--- src/rtl/wave_capture_trig_if.sv ---
// Sample-in / RAM-write bus of the triggered wave capture block.
// master = capture block, slave = sample source plus display RAM.
interface wave_capture_trig_if #(
    parameter int IN_W   = 16,
    parameter int OUT_W  = 8,
    parameter int ADDR_W = 8
);
    logic                    new_sample_ready;
    logic signed [IN_W-1:0]  new_sample_in;
    logic [ADDR_W:0]         write_address;
    logic                    write_enable;
    logic [OUT_W-1:0]        write_sample;

    modport master (
        input  new_sample_ready, new_sample_in,
        output write_address, write_enable, write_sample
    );

    modport slave (
        output new_sample_ready, new_sample_in,
        input  write_address, write_enable, write_sample
    );
endinterface

--- src/rtl/wave_capture_trig.sv ---
// Level/slope triggered capture of decimated audio into a double-buffered display RAM.
// Define AUTO_TRIGGER_EN to force a trigger after AUTO_TMO accepted samples in ARMED.
module wave_capture_trig #(
    parameter int IN_W     = 16,
    parameter int OUT_W    = 8,
    parameter int ADDR_W   = 8,
    parameter int AUTO_TMO = 1024
) (
    input  logic                   clk,
    input  logic                   reset,
    wave_capture_trig_if.master    bus,
    input  logic                   wave_display_idle,
    input  logic signed [IN_W-1:0] trig_level,
    input  logic                   trig_slope,
    input  logic [7:0]             decim,
    output logic                   read_index,
    output logic                   auto_trig
);
    localparam int DEPTH = 2 ** ADDR_W;

    typedef enum logic [1:0] {
        S_ARMED,
        S_ACTIVE,
        S_WAIT
    } state_t;

    state_t                 state;
    logic [7:0]             decim_cnt;
    logic [ADDR_W-1:0]      count;
    logic signed [IN_W-1:0] prev;
    logic                   prev_valid;

    logic signed [IN_W-1:0] cur;
    logic                   accepted;
    logic                   hit;
    logic                   force_trig;
    logic [OUT_W-1:0]       sample_enc;

    always_comb begin
        cur        = bus.new_sample_in;
        accepted   = bus.new_sample_ready && (decim_cnt == 8'd0);
        hit        = prev_valid && (trig_slope ? (prev >= trig_level && cur < trig_level)
                                               : (prev < trig_level && cur >= trig_level));
        // Top OUT_W bits with the sign flipped turn two's complement into offset binary.
        sample_enc = {~cur[IN_W-1], cur[IN_W-2 -: OUT_W-1]};
    end

`ifdef AUTO_TRIGGER_EN
    localparam int TMO_W = $clog2(AUTO_TMO + 1);

    logic [TMO_W-1:0] tmo_cnt;

    assign force_trig = !hit && (tmo_cnt == TMO_W'(AUTO_TMO - 1));

    always_ff @(posedge clk) begin
        if (reset) begin
            tmo_cnt   <= '0;
            auto_trig <= 1'b0;
        end else if (state != S_ARMED) begin
            tmo_cnt <= '0;
        end else if (accepted) begin
            if (hit || force_trig) begin
                tmo_cnt   <= '0;
                auto_trig <= force_trig;
            end else begin
                tmo_cnt <= tmo_cnt + TMO_W'(1);
            end
        end
    end
`else
    assign force_trig = 1'b0;
    // Constant low; AUTO_TMO only has an effect when the timeout is built in.
    assign auto_trig  = (AUTO_TMO < 0);
`endif

    always_ff @(posedge clk) begin
        if (reset) begin
            state             <= S_ARMED;
            read_index        <= 1'b0;
            count             <= '0;
            decim_cnt         <= 8'd0;
            prev              <= '0;
            prev_valid        <= 1'b0;
            bus.write_enable  <= 1'b0;
            bus.write_address <= '0;
            bus.write_sample  <= '0;
        end else begin
            // NOTE: default first, so write_enable is a one-cycle strobe and every
            // register here updates with <= from values sampled before the edge.
            bus.write_enable <= 1'b0;

            if (bus.new_sample_ready)
                decim_cnt <= (decim_cnt == 8'd0) ? decim : decim_cnt - 8'd1;

            case (state)
                S_ARMED: begin
                    if (accepted) begin
                        prev       <= cur;
                        prev_valid <= 1'b1;
                        if (hit || force_trig) begin
                            bus.write_enable  <= 1'b1;
                            bus.write_address <= {~read_index, ADDR_W'(0)};
                            bus.write_sample  <= sample_enc;
                            count             <= ADDR_W'(1);
                            state             <= S_ACTIVE;
                        end
                    end
                end

                S_ACTIVE: begin
                    if (accepted) begin
                        prev              <= cur;
                        bus.write_enable  <= 1'b1;
                        bus.write_address <= {~read_index, count};
                        bus.write_sample  <= sample_enc;
                        if (count == ADDR_W'(DEPTH - 1)) begin
                            count <= '0;
                            state <= S_WAIT;
                        end else begin
                            count <= count + ADDR_W'(1);
                        end
                    end
                end

                S_WAIT: begin
                    // Any strobe in the swap cycle is dropped and never becomes prev.
                    if (wave_display_idle) begin
                        read_index <= ~read_index;
                        prev_valid <= 1'b0;
                        state      <= S_ARMED;
                    end
                end

                default: state <= S_ARMED;
            endcase
        end
    end
endmodule

--- src/flat_wrapper.sv ---
// flat-port wrapper written by rule: the top's interface ports become plain ports
module wave_capture_trig_flat 
#(
    parameter int IN_W     = 16,
    parameter int OUT_W    = 8,
    parameter int ADDR_W   = 8,
    parameter int AUTO_TMO = 1024
)
  (clk, reset, wave_display_idle, trig_level, trig_slope, decim, read_index, auto_trig, bus_new_sample_ready, bus_new_sample_in, bus_write_address, bus_write_enable, bus_write_sample);
  wave_capture_trig_if #(.IN_W(IN_W), .OUT_W(OUT_W), .ADDR_W(ADDR_W)) bus_i ();
  input  logic clk;
  input  logic reset;
  input  logic wave_display_idle;
  input  logic signed [IN_W-1:0] trig_level;
  input  logic trig_slope;
  input  logic [7:0] decim;
  output logic read_index;
  output logic auto_trig;
  input wire logic [$bits(bus_i.new_sample_ready)-1:0] bus_new_sample_ready;
  input wire logic [$bits(bus_i.new_sample_in)-1:0] bus_new_sample_in;
  output wire logic [$bits(bus_i.write_address)-1:0] bus_write_address;
  output wire logic [$bits(bus_i.write_enable)-1:0] bus_write_enable;
  output wire logic [$bits(bus_i.write_sample)-1:0] bus_write_sample;
  assign bus_i.new_sample_ready = bus_new_sample_ready;
  assign bus_i.new_sample_in = bus_new_sample_in;
  assign bus_write_address = bus_i.write_address;
  assign bus_write_enable = bus_i.write_enable;
  assign bus_write_sample = bus_i.write_sample;
  wave_capture_trig #(.IN_W(IN_W), .OUT_W(OUT_W), .ADDR_W(ADDR_W), .AUTO_TMO(AUTO_TMO)) u_core (.clk(clk), .reset(reset), .bus(bus_i), .wave_display_idle(wave_display_idle), .trig_level(trig_level), .trig_slope(trig_slope), .decim(decim), .read_index(read_index), .auto_trig(auto_trig));
endmodule
--- config.mk ---
export PLATFORM = sky130hd
export DESIGN_NAME = wave_capture_trig_flat
export DESIGN_NICKNAME = d
export VERILOG_FILES = /design/src/rtl/wave_capture_trig_if.sv /design/src/rtl/wave_capture_trig.sv /design/src/flat_wrapper.sv
export SDC_FILE = /design/constraint.sdc
export NUM_CORES = 1
export LEC_CHECK = 0
export CAP_MARGIN = 20
export CORE_ASPECT_RATIO = 1.75
export CORE_MARGIN = 2
export CORE_UTILIZATION = 50
export CTS_CLUSTER_SIZE = 12
export DETAILED_ROUTE_END_ITERATION = 10
export GPL_ROUTABILITY_DRIVEN = 0
export PLACE_DENSITY = 0.79
export SLEW_MARGIN = 10
export SYNTH_ARGS = -nofsm -noshare
export SYNTH_HDL_FRONTEND = slang
export SYNTH_SLANG_ARGS = --single-unit
--- constraint.sdc ---
create_clock -name clk -period 4.2 [get_ports clk]
set_input_delay 0.63 -clock clk [delete_from_list [all_inputs] [get_ports clk]]
set_output_delay 0.63 -clock clk [all_outputs]
set_load 0.05 [all_outputs]
* Yosys cells after proc, flatten, opt, wreduce, memory -nomap -nowiden
Index checks and enable logic that the tools add are counted.
Operators by class: $add $sub $neg 2, magnitude comparators 4, eq/ne operators 8, mux-type cells 28, bitwise logic cells 2, reduce and logical (&&, ||, !) cells 14
Operator list (number):
- 2-to-1 mux 8 bit | 8
- greater-or-equal comparator 16 bit | 2
- less-than comparator 16 bit | 2
- one-hot mux 8 bit (2 select lines) | 2
- 2-to-1 mux 9 bit | 3
- one-hot mux 9 bit (2 select lines) | 1
- 2-to-1 mux 2 bit | 5
- adder 8 x 1 -> 8 bit, second input constant | 1
- == test 8 bit, second input constant | 1
- zero test 8 bit | 1
- inequality test 2 x 1 -> 1 bit, second input constant | 4
- subtractor 8 x 1 -> 8 bit, second input constant | 1
- 2-to-1 mux 1 bit | 6
- one-hot mux 2 bit (3 select lines) | 1
- AND reduction 5 bit | 1
- logical AND 1 bit | 4
- one-hot mux 1 bit (2 select lines) | 2
- AND reduction 2 bit | 2
- AND reduction 4 bit | 1
- nonzero test 2 bit | 2
- AND reduction 3 bit | 1
- == test 2 x 1 -> 1 bit, second input constant | 1
- == test 2 bit, second input constant | 1
- zero test 2 bit | 1
- 3 further kinds | 4
Word-level totals: flip-flop bits (word level) 54, bits of input ports 45, output and inout bits 20, word-level logic and storage cells 67

* Longest topological paths before layout
word-level depth 7, depth in mapped cells 11, mapped depth without buffers 10

* Least setup slack after synthesis
OpenSTA, ideal clock, no wires.
path kind input port to flip-flop, start input port trig_level[15], end register u_core.bus.write_address[8], library setup time 121 ps, arrival time 2898 ps, slack 1181 ps, stages on the path 10, path buffers 0, cell sequence inv_1 -> ha_1 -> nand4_2 -> nor4_2 -> o21ai_1 -> nand3_1 -> mux2_2 -> o32ai_2 -> a31o_4 -> mux2_2
Between the ends: word-level cells in the longest chain between the ends 6, elaborated cells between the ends (all ways) 10
RTL lines:
- start, declared | line flat_wrapper.sv:14 | input logic signed [IN_W-1:0] trig_level;
- less-than comparator 16 bit (tied with other cells) | line wave_capture_trig.sv:43 | : (prev < trig_level && cur >= trig_level));
- logical AND 1 bit, on equally long branches | line wave_capture_trig.sv:43, wave_capture_trig.sv:42
- 2-to-1 mux 1 bit (*) | line wave_capture_trig.sv:42 | hit = prev_valid && (trig_slope ? (prev >= trig_level && cur < trig_level)
- logical AND 1 bit (*) | line wave_capture_trig.sv:42
- inequality test 2 x 1 -> 1 bit (no line) (*)
- AND reduction 4 bit (no line) (*)
- end signal, assigned | line wave_capture_trig.sv:102 | bus.write_address <= {~read_index, ADDR_W'(0)};
- end signal, assigned | line wave_capture_trig.sv:114 | bus.write_address <= {~read_index, count};
- end, declared | line wave_capture_trig_if.sv:16 | output write_address, write_enable, write_sample
Mark *: on every way between the ends. The rest lies on a longest branch, timed or not. A chain may end at the register's enable or synchronous reset.

* Worst setup path after layout
start input port trig_level[15], end register u_core.bus.write_sample[3]
Between the ends: word-level cells in the longest chain between the ends 6, elaborated cells between the ends (all ways) 10
RTL lines:
- less-than comparator 16 bit (tied with other cells) | line wave_capture_trig.sv:43
- logical AND 1 bit, on equally long branches | line wave_capture_trig.sv:43, wave_capture_trig.sv:42
- 2-to-1 mux 1 bit (*) | line wave_capture_trig.sv:42
- logical AND 1 bit (*) | line wave_capture_trig.sv:42
- inequality test 2 x 1 -> 1 bit (no line) (*)
- AND reduction 4 bit (no line) (*)
- end signal, assigned | line wave_capture_trig.sv:103 | bus.write_sample <= sample_enc;
- end signal, assigned | line wave_capture_trig.sv:115 | bus.write_sample <= sample_enc;
- end, declared | line wave_capture_trig_if.sv:16
Marked as above.

==> flow_summary.json <==
{
  "ios": 65,
  "synth_top_area_share_pct": 33.1,
  "h-tree-depth": 2,
  "dieHeight_um": 111,
  "grt_pass1_vias": 2964,
  "syn_nets": 480,
  "die_area_um2": 7220,
  "vias": 2940,
  "core_um2": 6440,
  "period_needed_ns": 3.53,
  "grt_max_degree": 49,
  "grt_pass1_wl_um": 12900,
  "synth_commonest_cells": "nand2_1, dfxtp_1, a21oi_1",
  "postRouteAntennaNets": 0,
  "swShare_pct": 31.7,
  "cts-buffers-inserted": 5,
  "cts_setup_buffers": 0,
  "grt_util_met3_pct": 3.45,
  "met1_usage_pct": 24.5,
  "end_kind": "flop",
  "insertion_delay_ns": 0.29,
  "syn_inst": 400,
  "power.switching_mw": 0.531,
  "ys_seq_area_share_pct": 33.1,
  "n_fill_cell": 585,
  "setup_viol": 0,
  "yosysWarnings": 0,
  "final_max_slew_viol_count": 0,
  "placed_area_um2": 3930,
  "worstMarginPinSlew_ns": 0.759,
  "rsz0062_at_grt": "false",
  "hp-class": "flop to flop",
  "pwr-share-seq_pct": 37.5,
  "ctsResizeCount": 0,
  "post-route-period-util_pct": 84.0,
  "clk_pin_slew_ns": 0.07,
  "ys_types": 53,
  "worstSetupPathType": "input pin to flop",
  "post-synth-top-count-cell": "nand2_1",
  "nets": 537,
  "syn2layout_area_growth_pct": 26.1,
  "async_reset_ff_share_pct": 0,
  "cp.arrival_ns": 3.75,
  "post-dp-hpwl_um": 5530,
  "setup_tns_ns": 0,
  "finalWirelength_um": 7550,
  "antenna_found_initial": 0,
  "start_util_pct": 50.7,
  "die_w_um": 65.1,
  "crit_fanout": 19,
  "holdBufCountCts": 0,
  "ys_ff_latch": 54,
  "grt.total_usage_pct": 22.1,
  "fin_cells": 540,
  "cts_tree": "done",
  "fin_area_um2": 4120,
  "clockPowerShare_pct": 32.1,
  "overflow": 0,
  "synth.area.top_cells": "dfxtp_1, ha_1, a21oi_1",
  "placedCellCount": 532,
  "start_kind": "input pin",
  "num_rows": 39,
  "grtUsageMet2_pct": 41.0,
  "fin_worst_skew_ns": 0.00814,
  "hold_viol": 0,
  "grt-busiest-layer": "met2",
  "peakVddDrop_v": 0.000428,
  "synth_ff_type": "dfxtp_1",
  "wl_per_cell_um": 14.0,
  "final_layout_size_suffix_gt1_share_pct": 7.64,
  "finalPower_mw": 1.67,
  "clock-root-buffer": "clkbuf_16",
  "cts.sinks": 54,
  "vias_per_cell": 5.44,
  "maxSlewHeadroom_pct": 49.4,
  "internal_power_mw": 1.14,
  "timing.hold.ws_ns": 0.460,
  "syn_area_per_cell_um2": 8.16,
  "fmax_ghz": 0.284,
  "p_per_area_nw_per_um2": 407,
  "combPwrFrac_pct": 30.4,
  "drc": 0,
  "syn_area_um2": 3270,
  "io_buffers": 63,
  "synth_edf_count": 0,
  "firstDrtPassIters": 5,
  "diodes": 0,
  "p_leak_nw": 1.64,
  "synth_largest_area_cell": "dfxtp_1",
  "required_ns": 4.42,
  "cap_violations": 0,
  "cts_buffer_depth": 2,
  "status": "finished, final reports clean",
  "drt_iter0_drc": 152
}
==> state kept, by name (all words and copies together), names as in the netlist, 2 cells and up <==
register	flops
u_core.prev	16
u_core.bus.write_address	9
u_core.bus.write_sample	8
u_core.count	8
u_core.decim_cnt	8
u_core.state	2
==> layout by cell type, fill, tap and decap left out, types with 7 or more instances in the layout <==
| cell type | synthesis | layout |
|---|---|---|
| nor3_1 | 17 | 17 |
| inv_1 | 29 | 29 |
| nand2b_1 | 28 | 28 |
| dfxtp_1 | 54 | 54 |
| nor2_1 | 25 | 25 |
| ha_1 | 35 | 35 |
| mux2i_1 | 7 | 7 |
| o21ai_0 | 16 | 16 |
| a21oi_1 | 45 | 45 |
| nand2_1 | 55 | 55 |
| clkdlybuf4s50_1 | 0 | 62 |
==> power by group through the flow <==
stage | Sequential [mW] | Clock (mW) | Combinational [mW]
detailed placement | 0.639 | 0 | 0.510
global placement | 0.637 | 0 | 0.496
floorplan | 0.631 | 0 | 0.379
finish | 0.627 | 0.538 | 0.510
CTS | 0.627 | 0.545 | 0.515
global route | 0.638 | 0.568 | 0.577
==> area by class of cell <==
cell class	instances	area, um^2	share of cell area, %
Inverter	29	109	2.64
Timing Repair Buffer	66	648	15.7
Multi-Input combinational cell	301	1980	48.2
Clock inverter	3	68.8	1.67
Tap cell	82	103	2.49
Sequential cell	54	1080	26.2
Clock buffer	5	125	3.04
==> metrics by stage <==
step	util [%]	worst slack [ns]
3_5_place_dp	60.9	0.400
4_1_cts	63.9	0.660
2_1_floorplan	-	1.18
6_report	63.9	0.674
5_1_grt	63.9	0.475
3_3_place_gp	60.9	0.513
==> layer usage <==
metal	wire (um)	vias to the layer above
li1	-	1501
met1	3030	1367
met2	4120	59
met3	231	13
met4	167	0
met5	0	-
==> worst max-delay path: stages <==
cell and delay, ns:
clkdlybuf4s50_1 0.48, inv_1 0.06, ha_1 0.36, nand4_2 0.18, nor4_2 0.33, o21ai_1 0.11
nand3_1 0.14, mux2_2 0.36, o32ai_2 0.38, a31o_4 0.25, buf_4 0.26, mux2i_1 0.22
==> final timing paths <==
check	start	to	slack [ns]	depth (start not counted)
worst min-delay path	u_core.prev[0]	u_core.prev[0]	0.46	2
worst max register to register	u_core.decim_cnt[3]	u_core.bus.write_sample[3]	0.99	9
worst min register to register	u_core.prev[0]	u_core.prev[0]	0.46	2
worst max-delay path	trig_level[15]	u_core.bus.write_sample[3]	0.67	12
==> cells by family after synthesis <==
group | synth area share [%]
DFF | 33.1
xor gates and xnor gates | 0.268
buffers and inverters | 6.13
adders and majority gates | 13.4
and+or+nand+nor | 26.2
AOI/OAI and AO/OA | 16.9
muxes | 3.87
other | 0.115
Note: power is estimated with default switching activity, not from simulation.
